### src/rtl/d_key_generator.sv
// RSA private exponent d = e_key^-1 mod phi via iterative extended Euclid with a bit-serial
// restoring divider. Optional DKG_CYCLE_COUNT_EN adds a saturating busy-cycle counter port.
module d_key_generator #(
  parameter int unsigned WIDTH = 32
) (
  input  logic             clk,
  input  logic             rst_n,
  input  logic             en,
  input  logic [WIDTH-1:0] phi,
  input  logic [WIDTH-1:0] e_key,
  output logic             busy,
  output logic             valid,
  output logic             error,
  output logic [WIDTH-1:0] d_key
`ifdef DKG_CYCLE_COUNT_EN
  ,
  output logic [15:0]      cycles
`endif
);

  localparam int unsigned CW = (WIDTH > 1) ? $clog2(WIDTH) : 1;

  typedef enum logic [2:0] {StIdle, StDiv, StUpd, StFix, StDone} state_e;

  state_e           state_q, state_d;
  logic [WIDTH-1:0] r0_q, r0_d, r1_q, r1_d, rem_q, rem_d, phi_q, phi_d;
  logic [WIDTH:0]   t0_q, t0_d, t1_q, t1_d, acc_q, acc_d;
  logic [CW-1:0]    bit_q, bit_d;
  logic             valid_q, valid_d, error_q, error_d;
  logic [WIDTH-1:0] dkey_q, dkey_d;

  logic [WIDTH:0]   rem_sh, rem_sub, acc_sh, t0_pos;
  logic             qbit;

  always_comb begin
    rem_sh  = {rem_q, r0_q[bit_q]};
    qbit    = (rem_sh >= {1'b0, r1_q});
    rem_sub = rem_sh - {1'b0, r1_q};
    // q*t1 accumulated by shift-add alongside the quotient bits, wrapping mod 2^(WIDTH+1)
    acc_sh  = {acc_q[WIDTH-1:0], 1'b0} + (qbit ? t1_q : '0);
    t0_pos  = t0_q + {1'b0, phi_q};
  end

  always_comb begin
    state_d = state_q;
    r0_d    = r0_q;
    r1_d    = r1_q;
    rem_d   = rem_q;
    phi_d   = phi_q;
    t0_d    = t0_q;
    t1_d    = t1_q;
    acc_d   = acc_q;
    bit_d   = bit_q;
    valid_d = valid_q;
    error_d = error_q;
    dkey_d  = dkey_q;
    unique case (state_q)
      StIdle: begin
        if (en) begin
          r0_d    = phi;
          r1_d    = e_key;
          phi_d   = phi;
          t0_d    = '0;
          t1_d    = (WIDTH+1)'(1);
          rem_d   = '0;
          acc_d   = '0;
          bit_d   = CW'(WIDTH - 1);
          state_d = (e_key == '0) ? StFix : StDiv;
        end
      end
      StDiv: begin
        if (!en) begin
          state_d = StIdle;
        end else begin
          rem_d = qbit ? rem_sub[WIDTH-1:0] : rem_sh[WIDTH-1:0];
          acc_d = acc_sh;
          if (bit_q == '0) state_d = StUpd;
          else             bit_d   = bit_q - 1'b1;
        end
      end
      StUpd: begin
        if (!en) begin
          state_d = StIdle;
        end else begin
          r0_d    = r1_q;
          r1_d    = rem_q;
          t0_d    = t1_q;
          t1_d    = t0_q - acc_q;
          rem_d   = '0;
          acc_d   = '0;
          bit_d   = CW'(WIDTH - 1);
          state_d = (rem_q != '0) ? StDiv : StFix;
        end
      end
      StFix: begin
        if (!en) begin
          state_d = StIdle;
        end else begin
          state_d = StDone;
          // phi<=1 has no invertible residue even when the gcd comes out as 1
          if (r0_q == WIDTH'(1) && phi_q > WIDTH'(1)) begin
            valid_d = 1'b1;
            dkey_d  = t0_q[WIDTH] ? t0_pos[WIDTH-1:0] : t0_q[WIDTH-1:0];
          end else begin
            error_d = 1'b1;
          end
        end
      end
      StDone: begin
        if (!en) begin
          state_d = StIdle;
          valid_d = 1'b0;
          error_d = 1'b0;
          dkey_d  = '0;
        end
      end
      default: state_d = StIdle;
    endcase
  end

  always_ff @(posedge clk) begin
    if (!rst_n) begin
      state_q <= StIdle;
      r0_q    <= '0;
      r1_q    <= '0;
      rem_q   <= '0;
      phi_q   <= '0;
      t0_q    <= '0;
      t1_q    <= '0;
      acc_q   <= '0;
      bit_q   <= '0;
      valid_q <= 1'b0;
      error_q <= 1'b0;
      dkey_q  <= '0;
    end else begin
      state_q <= state_d;
      r0_q    <= r0_d;
      r1_q    <= r1_d;
      rem_q   <= rem_d;
      phi_q   <= phi_d;
      t0_q    <= t0_d;
      t1_q    <= t1_d;
      acc_q   <= acc_d;
      bit_q   <= bit_d;
      valid_q <= valid_d;
      error_q <= error_d;
      dkey_q  <= dkey_d;
    end
  end

  assign busy  = (state_q == StDiv) || (state_q == StUpd) || (state_q == StFix);
  assign valid = valid_q;
  assign error = error_q;
  assign d_key = dkey_q;

`ifdef DKG_CYCLE_COUNT_EN
  logic [15:0] cyc_q, cyc_d;

  always_comb begin
    cyc_d = cyc_q;
    if (state_q != StIdle && state_d == StIdle) begin
      cyc_d = '0;
    end else if (state_q == StIdle && state_d != StIdle) begin
      // the capture cycle counts toward the reported latency
      cyc_d = 16'd1;
    end else if (busy && cyc_q != 16'hFFFF) begin
      cyc_d = cyc_q + 16'd1;
    end
  end

  always_ff @(posedge clk) begin
    if (!rst_n) cyc_q <= '0;
    else        cyc_q <= cyc_d;
  end

  assign cycles = cyc_q;
`endif

endmodule

### config.mk
export PLATFORM = sky130hd
export DESIGN_NAME = d_key_generator
export DESIGN_NICKNAME = d
export VERILOG_FILES = /design/src/rtl/d_key_generator.sv
export SDC_FILE = /design/constraint.sdc
export NUM_CORES = 1
export LEC_CHECK = 0
export ABC_AREA = 0
export CAP_MARGIN = 15
export CORE_ASPECT_RATIO = 1.4
export CORE_UTILIZATION = 65
export CTS_CLUSTER_SIZE = 24
export DETAILED_ROUTE_END_ITERATION = 16
export HOLD_SLACK_MARGIN = 0.08
export PLACE_DENSITY_LB_ADDON = 0.3
export SLEW_MARGIN = 20
export SYNTH_ARGS = -nofsm -noshare
export SYNTH_HDL_FRONTEND = slang
export SYNTH_SLANG_ARGS = --single-unit
export TNS_END_PERCENT = 30
### constraint.sdc
create_clock -name clk -period 14.55 [get_ports clk]
set_clock_uncertainty 0.1 [all_clocks]
set_input_delay 1.455 -clock clk [delete_from_list [all_inputs] [get_ports clk]]
set_output_delay 1.455 -clock clk [all_outputs]
set_load 0.05 [all_outputs]
# After elaboration in Yosys (flattened, before gate mapping)
# Cells that the tools add are included.
# word_totals
ram_bits,0
rom_bits,0
memories,0
regBits,269
latch_bits,0
output_inout_bits,35
# classes
magnitude_cmp,3
mux,46
eq_ne,15
n_div,0
mul,0
bitwise,0
add_sub_neg,5
shift,0
n_reduce_logical,18
# ops
cell,count
32-bit 2-to-1 mux,11
32-bit case mux with 2 select lines,4
33-bit 2-to-1 mux,6
33-bit case mux with 2 select lines,3
33-bit adder,1
33-bit by 32-bit >= comparator with 1-bit output,1
33-bit subtractor,1
32-bit adder,1
32-bit by 1-bit equality test with 1-bit output (second input constant),1
32-bit by 1-bit > comparator with 1-bit output (second input constant),1
32-bit zero test,1
32-bit nonzero test,1
32-bit subtractor,1
2-bit inequality test (second input constant),8
3-bit 2-to-1 mux,5
5-bit 2-to-1 mux,3
3-bit case mux with 5 select lines,1
4-bit AND reduction,3
5-bit case mux with 2 select lines,1
3-bit AND reduction,3
3-bit by 2-bit equality test with 1-bit output (second input constant),2
5-bit by 6-bit < comparator with 1-bit output (second input constant),1
1-bit 2-to-1 mux,6
2-bit 2-to-1 mux,3
14 further kinds,18

# Longest topological paths before layout
# logic_depth
depth_word,7
ltp_mapped,28
depth_no_buf,26

# Worst setup path after synthesis
# No wires, ideal clock.
# synth_path
path_type,reg-to-reg
startpoint,register bit_q[0]
endpoint,register acc_q[30]
path_stages_with_launch,29
arrival_ps,5982
setup_ps,128
setup_slack_ps,8339
required_ps,14322
path_cell_list,dfxtp_1 > buf_1 > mux4_2 > mux4_2 > mux2i_1 > ha_1 > nor2b_1 > o31a_1 > nor2_1 > o221ai_2 > a211o_1 > a211oi_2 > nor2_1 > buf_2 > clkbuf_1 > nand2_1 > inv_1 > ha_1 > a211oi_1 > o21bai_1 > o211ai_1 > a32oi_1 > a211oi_1 > o31ai_1 > a21oi_1 > o21ai_0 > a21oi_1 > xor2_1 > o21ai_0
# synth_between
elab_chain_cells,7
# synth_rtl
item,line_no,source
"start, declared",28,"logic [CW-1:0] bit_q, bit_d;"
"start signal, assigned",144,bit_q <= bit_d;
1-bit binary-select mux with 5-bit select,36,"rem_sh = {rem_q, r0_q[bit_q]};"
1-bit 2-to-1 mux (implied by the code),36,
33-bit by 32-bit >= comparator with 1-bit output,37,"qbit = (rem_sh >= {1'b0, r1_q});"
33-bit 2-to-1 mux,40,"acc_sh = {acc_q[WIDTH-1:0], 1'b0} + (qbit ? t1_q : '0);"
33-bit adder,40,
33-bit 2-to-1 mux,72,if (!en) begin
33-bit case mux with 2 select lines,57,unique case (state_q)
"end signal, assigned",130,acc_q <= '0;
"end signal, assigned",143,acc_q <= acc_d;
"end, declared",27,"logic [WIDTH:0] t0_q, t0_d, t1_q, t1_d, acc_q, acc_d;"
# No other way between the ends. The select of a mux whose other input is x is not followed.
# A chain may end at the register's enable or synchronous reset.

# Final worst setup path
# layout_path
startpoint,register bit_q[0]
endpoint,register acc_q[26]
# Same word-level chain as after synthesis.

==> run summary <==
antenna-violating nets left: 0
port buffer count: 101
antenna diode count: 0
commonest cells in the synthesized netlist: dfxtp_1 (269), nand2_1 (202), o21ai_0 (196)
CTS resizes: 0
sw power: 0.462 mW
first-pass GRT wire length: 79700 um
Longest Clk Path Bufs: 3
Crit Path Class: flip-flop to flip-flop
crit end category: flip-flop
Reg clk slew, reported paths: 0.07 ns
ys async rst share: 0
unrepaired setup endpoints after global routing: no
vias in the first global route: 15900
crit-path max cell delay: 0.72 ns
top-count cell post-synth: dfxtp_1
CTS tree: yes
hold-fix buffers at CTS: 0
core area: 0.0260 mm^2
cell count after synthesis: 2129
worst-margin pin slew: 1.11 ns
P_int: 1.31 mW
critical path peak fanout: 33
dpl cells: 2453
ys flop type: dfxtp_1
fin cells: 2503
WL/cell: 20.1 um
ratio of final minimum period to clock period: 0.485
Leak: 7.72 nW
share of layout cells above drive strength 1: 0.0445
Worst Hold Class: flip-flop to flip-flop
grt total ovfl: 0
Netlist cell types: 75
Final min period: 7.06 ns
Data required, critical path: 14.86 ns
Sequential Power Share: 0.445
Pwr Density: 91.8 mW/mm^2
Critical Path AT: 7.37 ns
yosys warns: 0
crit start category: flip-flop
Setup Total Neg Slack: 0 ns
mux cell area share after synthesis: 0.0370
Area Growth Syn to Fin: 12.2%
CP cell instances: mux4_2 > mux4_2 > mux2i_1 > ha_1 > nor2b_1 > o31a_1 > nor2_1 > o221ai_2 > a211o_1 > a211oi_2 > nor2_4 > and2_1 > ha_1 > nand4_1 > nor3_1 > nor4_1 > a32oi_1 > a211oi_1 > o21ai_0 > a31oi_1 > o21ai_0 > xnor2_1 > o21ai_0
Post-Syn Area: 0.0172 mm^2
NumNets Final: 2357
Post-CTS Setup Repair Bufs: 0
Rows: 70
initial DRC count: 1256
die width: 139 um
DR vias/cell: 6.48
cell area after layout: 0.0193 mm^2
# DRC: 0
largest area contributor in the synthesized netlist: dfxtp_1
die height: 194 um
initial antenna violation count: 0
Net Count, Synth: 2328
Synth Area in XOR/XNOR: 0.0576
dominant cells by area after synthesis: dfxtp_1 (31%), ha_1 (9.3%), o21ai_0 (5.7%)
H-tree levels: 1
area share of fa/ha/maj cells after synthesis: 0.0979
simple-gate area share of the yosys netlist: 0.186
post-synth top area share: 0.314
final worst setup slack: 7.49 ns
Switching Share: 0.261
status: complete, no violations
initial core utilization: 0.660
root buf cell: clkbuf_16
Num CTS Buffers: 27
Crit-path slowest cell: dfxtp_1
Post-synth EDFFs: 0
Hold Vio Cnt, Final: 0
Comb pwr share: 0.119
Crit path top cell by count: o21ai_0
clock latency on the worst-skew pair: 0.55 ns
clock sinks: 269
largest net degree at the start of global routing: 96
Peak VDD IR: 99.1 uV
dpl cell area: 0.0183 mm^2
main combinational cell family by area after synthesis: compound AO/OA/AOI/OAI gates
DR pass1 iterations: 6
max-cap viol count: 0
GP Congestion: 0.975
full die area: 0.0271 mm^2
GRT Util Overall: 0.366
Setup WS pre-CTS: 7.75 ns
Max-slew headroom: 0.263
WL final: 50200 um
Compound-Gate Fraction of Synth Area: 0.261
final setup fails: 0
dpl hpwl: 36800 um
f_max: 142 MHz
Max Slew Vio Count: 0
routed vias: 16200
Clock power frac: 0.436
post-synthesis area per instance: 8.07 um^2
Yosys reg bits: 269
worst hold slack: 0.354 ns
IO Pins: 102
post-synthesis sequential area ratio: 0.314
logic make-up after synthesis:
family / after synthesis
AO/OA/AOI/OAI: 699
AND/OR/NAND/NOR: 654
flip-flops: 269
buffers and inverters: 211
adder cells (fa/ha/maj): 132
XOR/XNOR: 113
multiplexers: 51
power by group through the flow:
| stage | clock [mW] | sequential (mW) | combinational [mW] |
|---|---|---|---|
| 2_1_floorplan | 0 | 0.788 | 0.148 |
| 3_5_place_dp | 0 | 0.802 | 0.206 |
| 4_1_cts | 0.775 | 0.785 | 0.207 |
| 3_3_place_gp | 0 | 0.801 | 0.202 |
| 5_1_grt | 0.803 | 0.788 | 0.229 |
| 6_report | 0.772 | 0.787 | 0.210 |
registers in the layout (all words and copies together) (netlist names):
| register | count |
|---|---|
| valid | 1 |
| error | 1 |
| state_q | 3 |
| t0_q | 33 |
| bit_q | 5 |
| rem_q | 32 |
| d_key | 32 |
| t1_q | 33 |
| r0_q | 32 |
| r1_q | 32 |
| acc_q | 33 |
| phi_q | 32 |
cell usage in the layout, fill, tap and decap left out, types with 20 or more instances in the layout:
cell type,synthesis,routed
dfxtp_1,269,268
nand2_1,202,200
o21ai_0,196,196
nor2_1,137,135
ha_1,128,128
a21oi_1,118,117
clkdlybuf4s50_1,0,100
inv_1,98,98
nor2b_1,97,97
a21o_1,76,76
a22oi_1,72,72
o22ai_1,66,66
xnor2_1,61,61
xor2_1,52,52
mux2i_1,41,41
a21boi_0,41,41
and2_1,39,39
nor3_1,36,35
nor4_1,33,33
nand3_1,30,29
clkbuf_16,0,27
nand2b_1,20,20
worst paths after layout:
path,from,endpoint,slack (ns),cells past startpoint
worst min-delay path,d_key[21],d_key[21],0.35,2
worst max register to register,bit_q[0],acc_q[26],7.49,23
worst min register to register,d_key[21],d_key[21],0.35,2
worst max-delay path,bit_q[0],acc_q[26],7.49,23
per-layer routing:
layer | vias up | track usage | part of all wire
li1 | 7734 | - | -
met1 | 7713 | 0.406 | 0.38
met2 | 583 | 0.659 | 0.50
met3 | 177 | 0.0355 | 0.053
met4 | 0 | 0.247 | 0.069
met5 | - | 0 | 0
critical path: cells and delay by family, from the launching register on:
| family | cells | cell delay (ns) |
|---|---|---|
| DFF | 1 | 0.72 |
| AOI/OAI and AO/OA | 10 | 2.65 |
| xor gates and xnor gates | 1 | 0.15 |
| muxes | 3 | 1.35 |
| and+or+nand+nor | 7 | 1.31 |
| adders and majority gates | 2 | 0.60 |
cell type report:
class | count | area [um^2]
Timing Repair Buffer | 113 | 1100
Clock inverter | 15 | 226
Inverter | 98 | 368
Sequential cell | 269 | 5390
Fill cell | 2022 | 6740
Multi-Input combinational cell | 1649 | 11000
Clock buffer | 35 | 756
Tap cell | 324 | 405
through the flow:
| stage | power [mW] | utilization |
|---|---|---|
| after detailed placement | 1.01 | 0.703 |
| final | 1.77 | 0.741 |
| after global routing | 1.82 | 0.741 |
| after CTS | 1.77 | 0.740 |
| after global placement | 1.00 | 0.703 |
| after floorplan | 0.936 | - |
Note: power is estimated with default switching activity, not from simulation.
